## config.mk

```make
export PLATFORM = sky130hd
export DESIGN_NAME = dcache_snoop_responder
export DESIGN_NICKNAME = d
export VERILOG_FILES = /design/src/rtl/cpu_types_pkg.sv /design/src/rtl/dcache_snoop_responder.sv
export SDC_FILE = /design/constraint.sdc
export NUM_CORES = 1
export LEC_CHECK = 0
export ABC_AREA = 1
export ABC_CLOCK_PERIOD_IN_PS = 5700
export CAP_MARGIN = 20
export CORE_UTILIZATION = 25
export DETAILED_ROUTE_END_ITERATION = 8
export REMOVE_ABC_BUFFERS = 1
export SLEW_MARGIN = 30
export SYNTH_ARGS = -nofsm -noshare
export SYNTH_HDL_FRONTEND = slang
export SYNTH_SLANG_ARGS = --single-unit
```

## constraint.sdc

```tcl
create_clock -name CLK -period 5.7 [get_ports CLK]
set_input_delay 0.57 -clock CLK [delete_from_list [all_inputs] [get_ports CLK]]
set_output_delay 0.57 -clock CLK [all_outputs]
set_load 0.02 [all_outputs]
```

## src/rtl/cpu_types_pkg.sv

```systemverilog
// -----------------------------------------------------------------------------
// cpu_types_pkg
// Shared CPU/cache types used by the dcache snoop responder:
//   word_t       - 32-bit machine word
//   dcachef_t    - dcache byte-address split: tag / idx / blkoff / bytoff
//                  (8 sets, 2-word blocks, 4-byte words)
//   snp_state_t  - snoop responder FSM states
//   blk_base()   - block base address of a byte address (block offset cleared)
// -----------------------------------------------------------------------------
package cpu_types_pkg;

   localparam int WORD_W    = 32;
   localparam int DC_BYT_W  = 2;
   localparam int DC_BLK_W  = 1;
   localparam int DC_IDX_W  = 3;
   localparam int DC_TAG_W  = WORD_W - DC_IDX_W - DC_BLK_W - DC_BYT_W;

   // Bit position of the set index inside a byte address.
   localparam int DC_IDX_LSB = DC_BYT_W + DC_BLK_W;

   typedef logic [WORD_W-1:0] word_t;

   typedef struct packed {
      logic [DC_TAG_W-1:0] tag;
      logic [DC_IDX_W-1:0] idx;
      logic [DC_BLK_W-1:0] blkoff;
      logic [DC_BYT_W-1:0] bytoff;
   } dcachef_t;

   typedef enum logic [2:0] {
      SNP_IDLE   = 3'd0,
      SNP_LOOKUP = 3'd1,
      SNP_XFER0  = 3'd2,
      SNP_XFER1  = 3'd3,
      SNP_UPDATE = 3'd4,
      SNP_HOLD   = 3'd5
   } snp_state_t;

   // Snoop addresses are looked up and forwarded as whole blocks, so the
   // word-within-block select is cleared; the byte offset is left untouched.
   function automatic word_t blk_base(input word_t addr);
      dcachef_t f;
      f        = dcachef_t'(addr);
      f.blkoff = '0;
      return word_t'(f);
   endfunction

endpackage

```

## src/rtl/dcache_snoop_responder.sv

```systemverilog
// -----------------------------------------------------------------------------
// dcache_snoop_responder
// Cache-side MSI snoop responder, one per L1 dcache. On ccwait the snoop
// address is latched and looked up in the local frame array. A Modified hit
// raises snp_cctrans and streams both block words (paced by dwait), then the
// frame is downgraded M->S or invalidated (ccinv). A clean hit only honours
// ccinv. The cache muxes its bus outputs to this block while snp_active is high.
//
// Parameters : SETS (8), WAYS (2)
// Inputs     : CLK, nRST (async active-low), ccwait, ccinv, ccsnoopaddr, dwait,
//              frm_hit/frm_valid/frm_dirty/frm_way/frm_data0/frm_data1
//              (combinational frame lookup of snp_addr)
// Outputs    : snp_addr, snp_active, snp_cctrans, snp_daddr, snp_dstore,
//              upd_en/upd_idx/upd_way/upd_valid/upd_dirty (frame state write),
//              link_clr (only when SNOOP_LINK_CLR_EN is defined)
// All outputs are registered; they are computed from the next state so each
// one is valid in the same cycle as the state it belongs to.
// -----------------------------------------------------------------------------
module dcache_snoop_responder
   import cpu_types_pkg::*;
#(
   parameter int SETS = 8,
   parameter int WAYS = 2
) (
   input  logic                    CLK,
   input  logic                    nRST,
   input  logic                    ccwait,
   input  logic                    ccinv,
   input  word_t                   ccsnoopaddr,
   input  logic                    dwait,
   input  logic                    frm_hit,
   input  logic                    frm_valid,
   input  logic                    frm_dirty,
   input  logic [$clog2(WAYS)-1:0] frm_way,
   input  word_t                   frm_data0,
   input  word_t                   frm_data1,
   output word_t                   snp_addr,
   output logic                    snp_active,
   output logic                    snp_cctrans,
   output word_t                   snp_daddr,
   output word_t                   snp_dstore,
   output logic                    upd_en,
   output logic [$clog2(SETS)-1:0] upd_idx,
   output logic [$clog2(WAYS)-1:0] upd_way,
   output logic                    upd_valid,
   output logic                    upd_dirty
`ifdef SNOOP_LINK_CLR_EN
   ,
   output logic                    link_clr
`endif
);

   localparam int IDX_W = $clog2(SETS);
   localparam int WAY_W = $clog2(WAYS);

   snp_state_t       state_q, state_d;
   word_t            addr_q, addr_d;
   logic             inv_q, inv_d;
   logic [WAY_W-1:0] way_q, way_d;
   word_t            data0_q, data0_d;
   word_t            data1_q, data1_d;

   logic             active_q, active_d;
   logic             cctrans_q, cctrans_d;
   word_t            daddr_q, daddr_d;
   word_t            dstore_q, dstore_d;
   logic             upd_en_q, upd_en_d;
   logic [IDX_W-1:0] upd_idx_q, upd_idx_d;
   logic [WAY_W-1:0] upd_way_q, upd_way_d;
   logic             upd_valid_q, upd_valid_d;
   logic             upd_dirty_q, upd_dirty_d;

   logic             hit_s;
   logic             mod_hit_s;

   assign hit_s     = frm_hit & frm_valid;
   assign mod_hit_s = hit_s & frm_dirty;

   // Next-state and latch logic of the snoop FSM.
   always_comb begin
      state_d = state_q;
      addr_d  = addr_q;
      inv_d   = inv_q;
      way_d   = way_q;
      data0_d = data0_q;
      data1_d = data1_q;
      case (state_q)
         SNP_IDLE: begin
            if (ccwait) begin
               addr_d  = blk_base(ccsnoopaddr);
               state_d = SNP_LOOKUP;
            end else begin
               state_d = SNP_IDLE;
            end
         end
         SNP_LOOKUP: begin
            // ccinv is captured only here; later toggles are ignored.
            inv_d   = ccinv;
            way_d   = frm_way;
            data0_d = frm_data0;
            data1_d = frm_data1;
            if (mod_hit_s) begin
               state_d = SNP_XFER0;
            end else if (hit_s && ccinv) begin
               state_d = SNP_UPDATE;
            end else begin
               state_d = SNP_HOLD;
            end
         end
         SNP_XFER0: begin
            if (!dwait) begin
               state_d = SNP_XFER1;
            end else begin
               state_d = SNP_XFER0;
            end
         end
         SNP_XFER1: begin
            if (!dwait) begin
               state_d = SNP_UPDATE;
            end else begin
               state_d = SNP_XFER1;
            end
         end
         SNP_UPDATE: begin
            state_d = SNP_HOLD;
         end
         SNP_HOLD: begin
            // ccwait stays high while the controller fetches from memory;
            // waiting for it to drop keeps us from answering the same snoop twice.
            if (!ccwait) begin
               state_d = SNP_IDLE;
            end else begin
               state_d = SNP_HOLD;
            end
         end
         default: begin
            state_d = SNP_IDLE;
         end
      endcase
   end

   // Output values for the state being entered, registered below.
   always_comb begin
      active_d    = (state_d != SNP_IDLE);
      cctrans_d   = 1'b0;
      daddr_d     = '0;
      dstore_d    = '0;
      upd_en_d    = 1'b0;
      upd_idx_d   = '0;
      upd_way_d   = '0;
      upd_valid_d = 1'b0;
      upd_dirty_d = 1'b0;
      case (state_d)
         SNP_XFER0: begin
            cctrans_d = 1'b1;
            daddr_d   = addr_d;
            dstore_d  = data0_d;
         end
         SNP_XFER1: begin
            cctrans_d = 1'b1;
            daddr_d   = addr_d + 32'd4;
            dstore_d  = data1_d;
         end
         SNP_UPDATE: begin
            // Invalidate on a writer's snoop, otherwise downgrade M->S.
            upd_en_d    = 1'b1;
            upd_idx_d   = addr_d[DC_IDX_LSB +: IDX_W];
            upd_way_d   = way_d;
            upd_valid_d = ~inv_d;
         end
         default: begin
            cctrans_d = 1'b0;
         end
      endcase
   end

`ifdef SNOOP_LINK_CLR_EN
   logic link_clr_q, link_clr_d;

   // Link clear: with an invalidate on a frame we write, pulse in UPDATE;
   // with an invalidate that finds nothing to write, pulse on the cycle after
   // the lookup (the first HOLD cycle), since the output is registered.
   always_comb begin
      if (state_d == SNP_UPDATE) begin
         link_clr_d = inv_d;
      end else if (state_q == SNP_LOOKUP) begin
         link_clr_d = ccinv & ~mod_hit_s;
      end else begin
         link_clr_d = 1'b0;
      end
   end

   // Link clear output register.
   always_ff @(posedge CLK or negedge nRST) begin
      if (!nRST) begin
         link_clr_q <= 1'b0;
      end else begin
         link_clr_q <= link_clr_d;
      end
   end

   assign link_clr = link_clr_q;
`endif

   // FSM state, snoop latches and registered outputs.
   always_ff @(posedge CLK or negedge nRST) begin
      if (!nRST) begin
         state_q     <= SNP_IDLE;
         addr_q      <= '0;
         inv_q       <= 1'b0;
         way_q       <= '0;
         data0_q     <= '0;
         data1_q     <= '0;
         active_q    <= 1'b0;
         cctrans_q   <= 1'b0;
         daddr_q     <= '0;
         dstore_q    <= '0;
         upd_en_q    <= 1'b0;
         upd_idx_q   <= '0;
         upd_way_q   <= '0;
         upd_valid_q <= 1'b0;
         upd_dirty_q <= 1'b0;
      end else begin
         state_q     <= state_d;
         addr_q      <= addr_d;
         inv_q       <= inv_d;
         way_q       <= way_d;
         data0_q     <= data0_d;
         data1_q     <= data1_d;
         active_q    <= active_d;
         cctrans_q   <= cctrans_d;
         daddr_q     <= daddr_d;
         dstore_q    <= dstore_d;
         upd_en_q    <= upd_en_d;
         upd_idx_q   <= upd_idx_d;
         upd_way_q   <= upd_way_d;
         upd_valid_q <= upd_valid_d;
         upd_dirty_q <= upd_dirty_d;
      end
   end

   assign snp_addr    = addr_q;
   assign snp_active  = active_q;
   assign snp_cctrans = cctrans_q;
   assign snp_daddr   = daddr_q;
   assign snp_dstore  = dstore_q;
   assign upd_en      = upd_en_q;
   assign upd_idx     = upd_idx_q;
   assign upd_way     = upd_way_q;
   assign upd_valid   = upd_valid_q;
   assign upd_dirty   = upd_dirty_q;

endmodule
```

# Word level (Yosys, flattened, before mapping)
# Index checks and enable logic that the tools add are counted.
dict set report totals {
  elab_cells 50
  inputBits 105
  output_inout_bits 105
  reg_bits 173
}
dict set report op_classes {
  n_addsub 1
  eq_ne 8
  n_mux 20
  bitwise 3
  reduce_logical 4
}
# operator count
set ops {}
lappend ops {{32-bit 2-to-1 mux} 4}
lappend ops {{32-bit one-hot mux with 2 select lines} 2}
lappend ops {{32-bit by 3-bit adder with 32-bit output (second input constant)} 1}
lappend ops {{3-bit one-hot mux with 6 select lines} 1}
lappend ops {{3-bit by 2-bit equality test with 1-bit output (second input constant)} 4}
lappend ops {{3-bit 2-to-1 mux} 4}
lappend ops {{3-bit equality test (second input constant)} 3}
lappend ops {{1-bit 2-to-1 mux} 9}
lappend ops {{3-bit by 1-bit equality test with 1-bit output (second input constant)} 1}
lappend ops {{3-bit logical NOT} 1}
lappend ops {{3-bit nonzero test} 1}
lappend ops {{1-bit bitwise AND} 2}
lappend ops {{2-bit OR reduction} 1}
lappend ops {{1-bit logical AND} 1}
lappend ops {{1-bit inverter} 1}

# Logic depth before layout (Yosys ltp)
# Gate-level depths: netlist of the first run.
dict set report depth {
  word_depth 8
  ltp_mapped 14
  ltp_nobuf 14
}

# Worst setup path before layout of the first run
# Ideal clock, no wire load.
dict set report synth_path {
  path_kind {input port to flip-flop}
  from {in ccwait}
  to {reg daddr_q[8] (netlist: snp_daddr[8])}
  arrival_ps 2027
  required_time_ps 5578
  setup_time_ps 122
  path_stages 12
  setup_slack_ps 3551
  path_cell_list {buf_4 > nand3_2 > o21ai_1 > inv_1 > ha_1 > nand2_1 > nor2_4 > nand2_1 > inv_1 > nand2_1 > xor2_1 > nor2_1}
}
dict set report synth_via {
  elab_chain_len 4
  elab_cells_between_ends 9
}
# element line
set synth_lines {}
lappend synth_lines {{start, declared} dcache_snoop_responder.sv:27} ;# input logic ccwait,
lappend synth_lines {{32-bit 2-to-1 mux} dcache_snoop_responder.sv:89} ;# if (ccwait) begin
lappend synth_lines {{32-bit 2-to-1 mux} dcache_snoop_responder.sv:87} ;# case (state_q)
lappend synth_lines {{named net addr_d[3]} dcache_snoop_responder.sv:57} ;# word_t addr_q, addr_d;
lappend synth_lines {{32-bit by 3-bit adder with 32-bit output} dcache_snoop_responder.sv:161} ;# daddr_d = addr_d + 32'd4;
lappend synth_lines {{32-bit one-hot mux with 2 select lines} dcache_snoop_responder.sv:153} ;# case (state_d)
lappend synth_lines {{named net daddr_d[8]} dcache_snoop_responder.sv:65} ;# word_t daddr_q, daddr_d;
lappend synth_lines {{end signal, assigned} dcache_snoop_responder.sv:232} ;# daddr_q <= daddr_d;
lappend synth_lines {{end, declared} dcache_snoop_responder.sv:65}
# The timed path passes the listed nets, and every way through them passes these cells.

# Final worst setup path of the first run
dict set report layout_path {
  from {in ccwait}
  to {reg dstore_q[4] (netlist: snp_dstore[4])}
}
dict set report layout_via {
  elab_chain_len 4
  elab_cells_between_ends 6
}
# element line
set layout_lines {}
lappend layout_lines {{3-bit 2-to-1 mux / 1-bit 2-to-1 mux (equally long branches)} {dcache_snoop_responder.sv:130, dcache_snoop_responder.sv:89}}
lappend layout_lines {{3-bit one-hot mux with 6 select lines (*)} dcache_snoop_responder.sv:87}
lappend layout_lines {{named net state_d[0]} dcache_snoop_responder.sv:56} ;# snp_state_t state_q, state_d;
lappend layout_lines {{3-bit by 2-bit equality test with 1-bit output} dcache_snoop_responder.sv:153}
lappend layout_lines {{32-bit one-hot mux with 2 select lines (*)} dcache_snoop_responder.sv:153}
lappend layout_lines {{named net dstore_d[4]} dcache_snoop_responder.sv:66} ;# word_t dstore_q, dstore_d;
lappend layout_lines {{end signal, assigned} dcache_snoop_responder.sv:233} ;# dstore_q <= dstore_d;
lappend layout_lines {{end, declared} dcache_snoop_responder.sv:66}
# Mark *: on every way through the listed nets, which the timed path passes. The rest lies on a longest branch.

==> run summary, run 1 <==
largest family of logic cells by synthesized area: simple AND/OR/NAND/NOR gates
# hold bufs at CTS: 0
Sink Count: 173
die height: 178.6 µm
fin nets: 1072
top cells by area, synth: dfrtp_1 (56%), mux2_2 (9.4%), nand2_1 (6.8%), nor2_1 (5.6%), a22o_1 (3.6%)
final worst path period need: 2.897 ns
worst hold-check path type: primary input to async pin
post-CTS sizing: 0
worst vdd ir: 0.0002136 V
cells along the critical path: clkdlybuf4s50_1 -> inv_2 -> nand2_1 -> nand3_1 -> nand2_1 -> nor2_1 -> nand2_2 -> nor2_4 -> buf_4 -> a22o_1
initial core utilization: 25.42%
max_cap viols: 0
top-area cell type share of the netlist area: 55.52%
Synth Area in Simple Gates: 23.32%
Die Width: 178.6 µm
gr ovfl total: 0
H-tree levels: 4
vias after detailed routing: 5878
CP Class: primary input to flop
root buffer cell: clkbuf_16
initial antenna violation count: 0
CP max-delay cell: nor2_4
syn avg cell area: 10.25 µm²
drt wl/cell: 15.96 µm
fraction of the mapped netlist area in compound gates: 6.258%
total wire length: 21950 µm
Yosys cell types: 42
maximum clock path buffer count: 2
die area: 31900 µm²
antenna-violating nets left: 0
vias per cell: 4.275
Crit path max-delay family: simple AND/OR/NAND/NOR gates
Pre-antenna DRT Iters: 4
gr usage total: 13.89%
power per cell area: 501.1 nW/µm²
number of port buffers: 207
synth warn: 0
Synth area leader: dfrtp_1
fmax: 345.1 MHz
number of setup buffers added after CTS: 0
Fin Clk Skew: 0.01705 ns
Final Slew Violations: 0
global-route wire length before repair: 33390 µm
post-synthesis cell area: 7797 µm²
share of layout cells above drive strength 1: 19.20%
final setup violation count: 0
Hold Fails Final Rpt: 0
slowest cell delay on critical path: 0.72 ns
Clk pin slew, worst setup/hold paths: 0.07 ns
DRC: 0
Area Overhead vs Synth: 38.96%
largest net degree at the start of global routing: 75
post-synthesis mux area share: 9.387%
Cells after Synth: 761
Worst setup EP type: flop
critical path buffer and inverter count: 3
Post-Synth XOR/XNOR Area: 0.4493%
flops & latches, synth: 173
Fillers: 3105
CP startpoint kind: primary input
CTS tree: yes
Final TNS setup: 0 ns
I/O pin count: 210
fin crit share: 50.83%
crit-path max FO: 28
final std cells w/o fill: 1375
antenna diode count: 0
vias in the first global route: 5800
Worst EP required: 6.07 ns
RSZ-0062 raised after global routing: false
detailed-placement wirelength estimate: 15420 µm
P_leak: 4.785 nW
Placer Congestion: 0.7804
Initial DRC Count: 212
post-synthesis sequential area ratio: 55.52%
worst-margin pin slew: 0.9192 ns
Core Box Area: 30670 µm²
Worst-Skew Late Latency: 0.44 ns
dpl cells: 1343
CTS Buf Count: 17
cell repeated most along the worst path: nand2_1
Post-Synth Adder-Cell Area: 0.1605%
Max transition margin: 38.72%
Core Rows: 64
Critical Path AT: 3.27 ns
status: finished clean
[synth_stat cells (all sizes together)]
cell type  number
nor3            8
nand4           6
and3            2
clkbuf          4
o21ai          26
or2             3
a31oi           1
ha              1
nand2         183
nand3          26
nor2          136
o22ai           1
a21oi          10
nor4            1
mux2           65
nand3b          1
a22o           32
conb            1
buf            24
xor2            4
and2            1
inv            49
dfrtp         173
nor3b           3
[through the flow]
stage	hold WS (ns)	util [%]	power (mW)	worst slack (ns)	instance area [µm²]
after floorplan	0.2744	-	3.421	1.710	7602
after global placement	0.4769	33.37	4.258	2.279	10230
after detailed placement	0.4819	33.37	4.303	2.277	10230
after CTS	0.03615	35.32	5.508	2.727	10830
after global routing	0.04316	35.33	5.803	2.459	10840
final	0.03040	35.33	5.429	2.803	10840
[flip-flops by register name, summed over array words and instances, names as in the netlist, 3 cells and up]
name / count
snp_dstore: 32
upd_idx: 3
snp_daddr: 32
state_q: 3
data0_q: 32
snp_addr: 32
data1_q: 32
[cell type report]
cell class                 count  area [µm²]  area share (%)
inverter                      49       183.9           1.697
timing repair buffer         214        2130           19.65
tap                          396       495.5           4.573
multi-input combinational    511        3099           28.60
clock buffer                  17       425.4           3.926
sequential                   173        4329           39.95
clock inverter                15       172.7           1.594
[where the power goes]
group,total [mW],leakage (nW),switching [mW],internal (mW)
Combinational,2.40,2.31,1.42,0.980
Clock,1.18,0.291,0.588,0.595
Sequential,1.85,2.19,0.190,1.66
Total,5.43,4.78,2.20,3.23
[path summary, 6_finish.rpt]
kind / slack (ns) / endpoint / start / cells after the start
max in group asynchronous: 4.48 / snp_dstore[15] / nRST / 2
worst max-delay path: 2.80 / snp_dstore[4] / ccwait / 10
min in group CLK: 0.50 / data1_q[7] / data1_q[7] / 1
worst min register to register: 0.50 / data1_q[7] / data1_q[7] / 1
worst max register to register: 3.16 / snp_dstore[4] / state_q[0] / 8
worst min-delay path: 0.03 / data0_q[19] / nRST / 1
[cells in the final DEF, fill, tap and decap left out, drive strengths merged]
| master | netlist | layout |
|---|---|---|
| dfrtp | 173 | 173 |
| mux2 | 65 | 65 |
| nand3 | 26 | 26 |
| clkinv | 0 | 6 |
| ha | 1 | 1 |
| nand2 | 183 | 183 |
| a21oi | 10 | 10 |
| buf | 24 | 8 |
| o21ai | 26 | 26 |
| and3 | 2 | 2 |
| and2 | 1 | 1 |
| a31oi | 1 | 1 |
| nand3b | 1 | 1 |
| o22ai | 1 | 1 |
| inv | 49 | 57 |
| xor2 | 4 | 4 |
| nand4 | 6 | 6 |
| clkdlybuf4s50 | 0 | 206 |
| a22o | 32 | 32 |
| clkinvlp | 0 | 1 |
| nor2 | 136 | 136 |
| or2 | 3 | 3 |
| nor3b | 3 | 3 |
| nor4 | 1 | 1 |
| nor3 | 8 | 8 |
| conb | 1 | 1 |
| clkbuf | 4 | 17 |
[metal layers]
metal | global-route usage [%] | vias up | routed length (µm)
met5 | 0 | - | 0
met4 | 3.284 | 0 | 197
met3 | 2.899 | 10 | 1174
met2 | 22.59 | 179 | 10440
met1 | 18.76 | 2816 | 10140
li1 | - | 2873 | -
[logic make-up after synthesis]
logic type | Yosys count
AND/OR/NAND/NOR | 370
flip-flops | 173
buffers and inverters | 77
AO/OA/AOI/OAI | 70
multiplexers | 65
XOR/XNOR | 4
adder cells (fa/ha/maj) | 1
other | 1
No activity file was read; power rests on OpenSTA's default activity.
==> run 2: changes to the inputs <==
- ABC_CLOCK_PERIOD_IN_PS: 5700 -> 2350
- clock period: 5.7 -> 2.35 ns (I/O delays scaled with it)
==> run summary, run 2 (synthesis results as in run 1) <==
CTS tree: yes
status: finished clean
antenna-violating nets left: 0 (unchanged)
Core Box Area: 30670 µm² (unchanged)
I/O pin count: 210 (unchanged)
H-tree levels: 4 (unchanged)
power per cell area: 1216 nW/µm² (+140%)
Critical R2R Capture: snp_daddr[20]
RR Startpoint: state_q[2]
Critical Path AT: 2.50 ns (-0.77 ns)
Crit path max-delay family: simple AND/OR/NAND/NOR gates
final worst path period need: 2.176 ns
CTS Buf Count: 17 (unchanged)
fin crit share: 92.61%
Pre-antenna DRT Iters: 4 (unchanged)
cell repeated most along the worst path: nand2_1
Placer Congestion: 0.8154 (+4.5%)
share of layout cells above drive strength 1: 24.06% (+4.9 points)
Clock power frac: 20.9% (-0.9 points)
flop2flop setup slack: 0.17 ns (-2.99 ns)
final setup violation count: 0 (unchanged)
initial antenna violation count: 0 (unchanged)
Max transition margin: 63.38% (+25 points)
CP max-delay cell: dfrtp_2
crit-path max FO: 7 (-75%)
CP Class: flop to flop
die height: 178.6 µm (unchanged)
Sw Ratio: 39.55% (-0.91 points)
most frequent cells in the layout: clkdlybuf4s50_1 (206), dfrtp_1 (171), nand2_1 (140)
cell-internal power: 8.393 mW (+160%)
register area: 4332 µm² (about the same)
Final TNS setup: 0 ns (unchanged)
drt wl/cell: 15.66 µm (-1.9%)
critical path buffer and inverter count: 1 (-2)
root buffer cell: clkbuf_16
Die Width: 178.6 µm (unchanged)
CP startpoint kind: flop
gr ovfl total: 0 (unchanged)
largest net degree at the start of global routing: 68 (-9.3%)
Initial DRC Count: 292 (+38%)
Final Slew Violations: 0 (unchanged)
antenna diode count: 0 (unchanged)
initial core utilization: 25.42% (unchanged)
fin nets: 1132 (+5.6%)
Hold Fails Final Rpt: 0 (unchanged)
Hold WS: 0.3443 ns (+0.3139 ns)
maximum clock path buffer count: 2 (unchanged)
vias in the first global route: 6010 (+3.6%)
Core Rows: 64 (unchanged)
vias after detailed routing: 6086 (+3.5%)
global-route wire length before repair: 34470 µm (+3.2%)
die area: 31900 µm² (unchanged)
max_cap viols: 0 (unchanged)
Final Worst Setup Slack: 0.1736 ns (-2.629 ns)
Fin Clk Skew: 0.01019 ns (-0.006863 ns)
detailed-placement wirelength estimate: 16450 µm (+6.7%)
Fillers: 3065 (-1.3%)
fmax: 459.5 MHz
Worst setup EP type: flop
vias per cell: 4.241 (-0.79%)
Comb pwr share: 46.8% (+2.6 points)
Sw Pwr: 5.492 mW (+150%)
total wire length: 22470 µm (+2.4%)
worst vdd ir: 0.0005710 V (+170%)
area of the multi-input gates: 3107 µm² (+0.24%)
Final Cell Area: 11420 µm² (+5.4%)
cells along the critical path: nor2_4 -> nand3_4 -> nand2_1 -> o21ai_1 -> inv_1 -> ha_1 -> nand2_1 -> nor2_4 -> nand3_4 -> nor2_8 -> nand3_1 -> nand2_1 -> nor2_1
gr usage total: 14.40% (+0.51 points)
Worst-Skew Late Latency: 0.43 ns (about the same)
worst reg2reg path depth: 13 (+5)
PnR Total Power: 13.89 mW (+160%)
worst hold-check path type: primary input to async pin
Sink Count: 173 (unchanged)
commonest non-fill, non-tap cell in the layout: clkdlybuf4s50_1
number of port buffers: 207 (unchanged)
Area Overhead vs Synth: 46.44%
worst-margin pin slew: 0.5492 ns (-0.3700 ns)
slowest cell delay on critical path: 0.44 ns (-0.28 ns)
P_leak: 5.116 nW (+6.9%)
Placement Setup Slack: -0.08729 ns (-2.364 ns)
DRC: 0 (unchanged)
Worst EP required: 2.68 ns (-3.39 ns)
Clk pin slew, worst setup/hold paths: 0.08 ns (about the same)
placed inst area: 10700 µm² (+4.6%)
Seq pwr share: 32.4% (-1.6 points)
-- run 2: cell types whose count changed in the layout (fill, tap and decap cells not counted), moves of 2 or more --
cell / before / now
buf_4: 6 / 56
buf_12: 0 / 8
inv_8: 8 / 5
clkinv_8: 3 / 5
dfrtp_1: 173 / 171
dfrtp_2: 0 / 2
inv_6: 0 / 2
-- run 2: layer usage --
metal  global-route usage (%)  routed length, µm
met5                        0                  0
met4                    3.778                248
met3                    3.154               1313
met2                    22.76              10480
met1                    19.78              10430
-- run 2: final cells by class --
cell class / instances / area share (%)
repair buffers: 274 / 23.53
multi-input cells: 511 / 27.21
inverters: 49 / 1.611
clock buffers: 17 / 3.726
well taps: 396 / 4.339
clock inverters: 15 / 1.655
flip-flops and latches: 173 / 37.94
-- run 2: worst max path at each step --
| stage | from | cells past startpoint | to |
|---|---|---|---|
| final | state_q[2] | 13 | snp_daddr[20] |
| after global routing | state_q[2] | 13 | snp_daddr[20] |
| after detailed placement | ccwait | 16 | snp_daddr[23] |
| after CTS | state_q[1] | 14 | snp_daddr[23] |
| after floorplan | state_q[2] | 8 | snp_daddr[13] |
| after global placement | ccwait | 14 | snp_daddr[26] |
-- run 2: timing repair --
item,in CTS,in global routing
hold buffers,1,0
resized for setup,0,7
endpoints found under the setup margin,0,8
hold endpoints to repair,52,0
buffers inserted,0,10
-- run 2: power groups by stage --
| stage | Sequential [mW] | Clock (mW) | Combinational (mW) |
|---|---|---|---|
| 2_1_floorplan | 4.98 | 0 | 3.32 |
| 3_3_place_gp | 4.51 | 0 | 6.33 |
| 3_5_place_dp | 4.55 | 0 | 6.43 |
| 4_1_cts | 4.50 | 3.00 | 6.46 |
| 5_1_grt | 4.61 | 3.12 | 7.12 |
| 6_report | 4.49 | 2.90 | 6.49 |
-- run 2: per-stage QoR --
step | instances | util [%]
finish | 1435 | 37.23
global route | 1435 | 37.23
CTS | 1425 | 36.93
detailed placement | 1392 | 34.89
global placement | 1392 | 34.89
floorplan | 733 | -
==> run 3: changes to the inputs <==
- CORE_MARGIN: default -> 5
- CTS_CLUSTER_DIAMETER: default -> 60
==> run summary, run 3 (synthesis results as in run 1) <==
H-tree levels: 4 (unchanged)
fin crit share: 91.22% (-1.4 points)
placed inst area: 10720 µm² (+0.19%)
RSZ-0062 raised after global routing: true
largest net degree at the start of global routing: 68 (unchanged)
CP startpoint: state_q[1]
vias in the first global route: 6537 (+8.8%)
Die Width: 186.6 µm (+4.5%)
Core Box Area: 30670 µm² (unchanged)
crit-path max FO: 15 (+8)
DRC: 0 (unchanged)
CP Class: flop to flop
maximum clock path buffer count: 2 (unchanged)
critical path depth: 15 (+2)
Initial DRC Count: 250 (-14%)
most frequent cells in the layout: clkdlybuf4s50_1 (206), dfrtp_1 (173), nand2_1 (140)
power per cell area: 1220 nW/µm² (+0.36%)
CP max-delay cell: dfrtp_1
max_cap viols: 0 (unchanged)
Final Worst Setup Slack: 0.2063 ns (+0.03267 ns)
fin nets: 1127 (-0.44%)
Worst EP required: 2.65 ns (-0.03 ns)
drt wl/cell: 16.38 µm (+4.6%)
slowest cell delay on critical path: 0.42 ns (-0.02 ns)
final std cells w/o fill: 1431 (-0.28%)
Critical Path AT: 2.45 ns (-0.05 ns)
Core Rows: 64 (unchanged)
vias after detailed routing: 6120 (+0.56%)
final setup violation count: 0 (unchanged)
RR Startpoint: state_q[1]
number of port buffers: 207 (unchanged)
P_leak: 5.082 nW (-0.66%)
area of the multi-input gates: 3102 µm² (-0.16%)
worst reg2reg path depth: 15 (+2)
Max transition margin: 63.35% (about the same)
CP endpoint: snp_daddr[29]
gr usage total: 13.50% (-0.90 points)
Placement Setup Slack: -0.03539 ns (+0.05190 ns)
vias per cell: 4.277 (+0.84%)
I/O pin count: 210 (unchanged)
Placer Congestion: 0.8299 (+1.8%)
dpl cells: 1393 (+0.072%)
detailed-placement wirelength estimate: 17330 µm (+5.3%)
Worst-Skew Late Latency: 0.43 ns (about the same)
Area Overhead vs Synth: 45.65%
worst vdd ir: 0.0005146 V (-9.9%)
Fin Clk Skew: 0.02284 ns (+0.01265 ns)
Crit path max-delay family: simple AND/OR/NAND/NOR gates
die height: 186.6 µm (+4.5%)
cell repeated most along the worst path: nand2_1
critical path buffer and inverter count: 4 (+3)
root buffer cell: clkbuf_16
Final Cell Area: 11360 µm² (-0.54%)
Core Util, Final: 37.03% (-0.20 points)
worst-margin pin slew: 0.5497 ns (+0.0004765 ns)
commonest non-fill, non-tap cell in the layout: clkdlybuf4s50_1
final worst path period need: 2.144 ns (-0.03267 ns)
cells along the critical path: inv_1 -> nand2_1 -> nor2_4 -> buf_4 -> buf_12 -> nand2_1 -> nand2_2 -> nand2_1 -> buf_4 -> nor2_1 -> nand2_1 -> nor2_1 -> nand3_1 -> nand3_1 -> nand2_1
Sink Count: 173 (unchanged)
share of layout cells above drive strength 1: 23.50% (-0.56 points)
antenna-violating nets left: 0 (unchanged)
status: finished clean
CTS tree: yes
initial core utilization: 25.42% (unchanged)
Final Slew Violations: 0 (unchanged)
gr ovfl total: 0 (unchanged)
flop2flop setup slack: 0.21 ns (+0.03 ns)
Worst setup EP type: flop
Critical R2R Capture: snp_daddr[29]
Fillers: 3077 (+0.39%)
initial antenna violation count: 2 (+2)
worst hold-check path type: primary input to async pin
Hold WS: 0.3364 ns (-0.007922 ns)
CTS Buf Count: 17 (unchanged)
CP startpoint kind: flop
Hold Fails Final Rpt: 0 (unchanged)
global-route wire length before repair: 37680 µm (+9.3%)
Clk pin slew, worst setup/hold paths: 0.07 ns (about the same)
register area: 4329 µm² (about the same)
total wire length: 23440 µm (+4.3%)
die area: 34820 µm² (+9.2%)
fmax: 466.5 MHz (+1.5%)
Pre-antenna DRT Iters: 4 (unchanged)
-- run 3: cell types whose count changed in the layout (fill, tap and decap cells not counted), sizes merged --
cell	previous run	this run
clkinv	7	5
inv	57	58
diode	0	1
buf	67	62
clkinvlp	0	1
-- run 3: final cells by class --
| class | count | area share (%) |
|---|---|---|
| diodes | 1 | 0.02203 |
| flip-flops and latches | 173 | 38.12 |
| clock buffers | 17 | 3.746 |
| well taps | 396 | 4.363 |
| clock inverters | 15 | 1.454 |
| inverters | 49 | 1.619 |
| repair buffers | 269 | 23.37 |
| multi-input cells | 511 | 27.31 |
-- run 3: worst min-delay path by stage --
| stage | start | endpoint | slack [ns] | cells after the start |
|---|---|---|---|---|
| 2_1_floorplan | nRST | data0_q[0] | -0.06 | 0 |
| 3_3_place_gp | nRST | data1_q[13] | 0.23 | 1 |
| 3_5_place_dp | nRST | data1_q[13] | 0.24 | 1 |
| 4_1_cts | nRST | snp_dstore[6] | 0.35 | 2 |
| 5_1_grt | nRST | data0_q[13] | 0.38 | 2 |
| 6_report | nRST | data1_q[13] | 0.34 | 2 |
-- run 3: worst register-to-register path: cells and delay by family (launching register included) --
family / cells / cell delay [ns]
AND/OR/NAND/NOR: 11 / 1.06
buffers and inverters: 4 / 0.54
flip-flops: 1 / 0.42
-- run 3: stage by stage --
step	power, mW	setup TNS (ns)
final	13.86	0
after floorplan	8.298	-92.88
after detailed placement	11.08	-0.1496
after global routing	14.83	-0.01236
after CTS	14.00	0
after global placement	10.97	-0.07400
-- run 3: timing repair --
action | in CTS | in global routing
resized for setup | 0 | 1
hold buffers | 1 | 0
setup buffers | 0 | 4
setup endpoints to repair | 0 | 9
hold endpoints to repair | 51 | 0
-- run 3: report_power, final --
part           switching [mW]  total, mW  internal (mW)
combinational            3.64       6.56           2.92
sequential              0.456       4.48           4.02
clock                    1.39       2.83           1.44
-- run 3: routing by layer --
| metal | vias to the layer above | wire, µm | track usage [%] |
|---|---|---|---|
| met4 | 2 | 119 | 2.635 |
| li1 | 2997 | - | - |
| met1 | 2946 | 10820 | 17.91 |
| met5 | - | 7 | 0 |
| met3 | 12 | 1412 | 4.241 |
| met2 | 163 | 11080 | 21.94 |
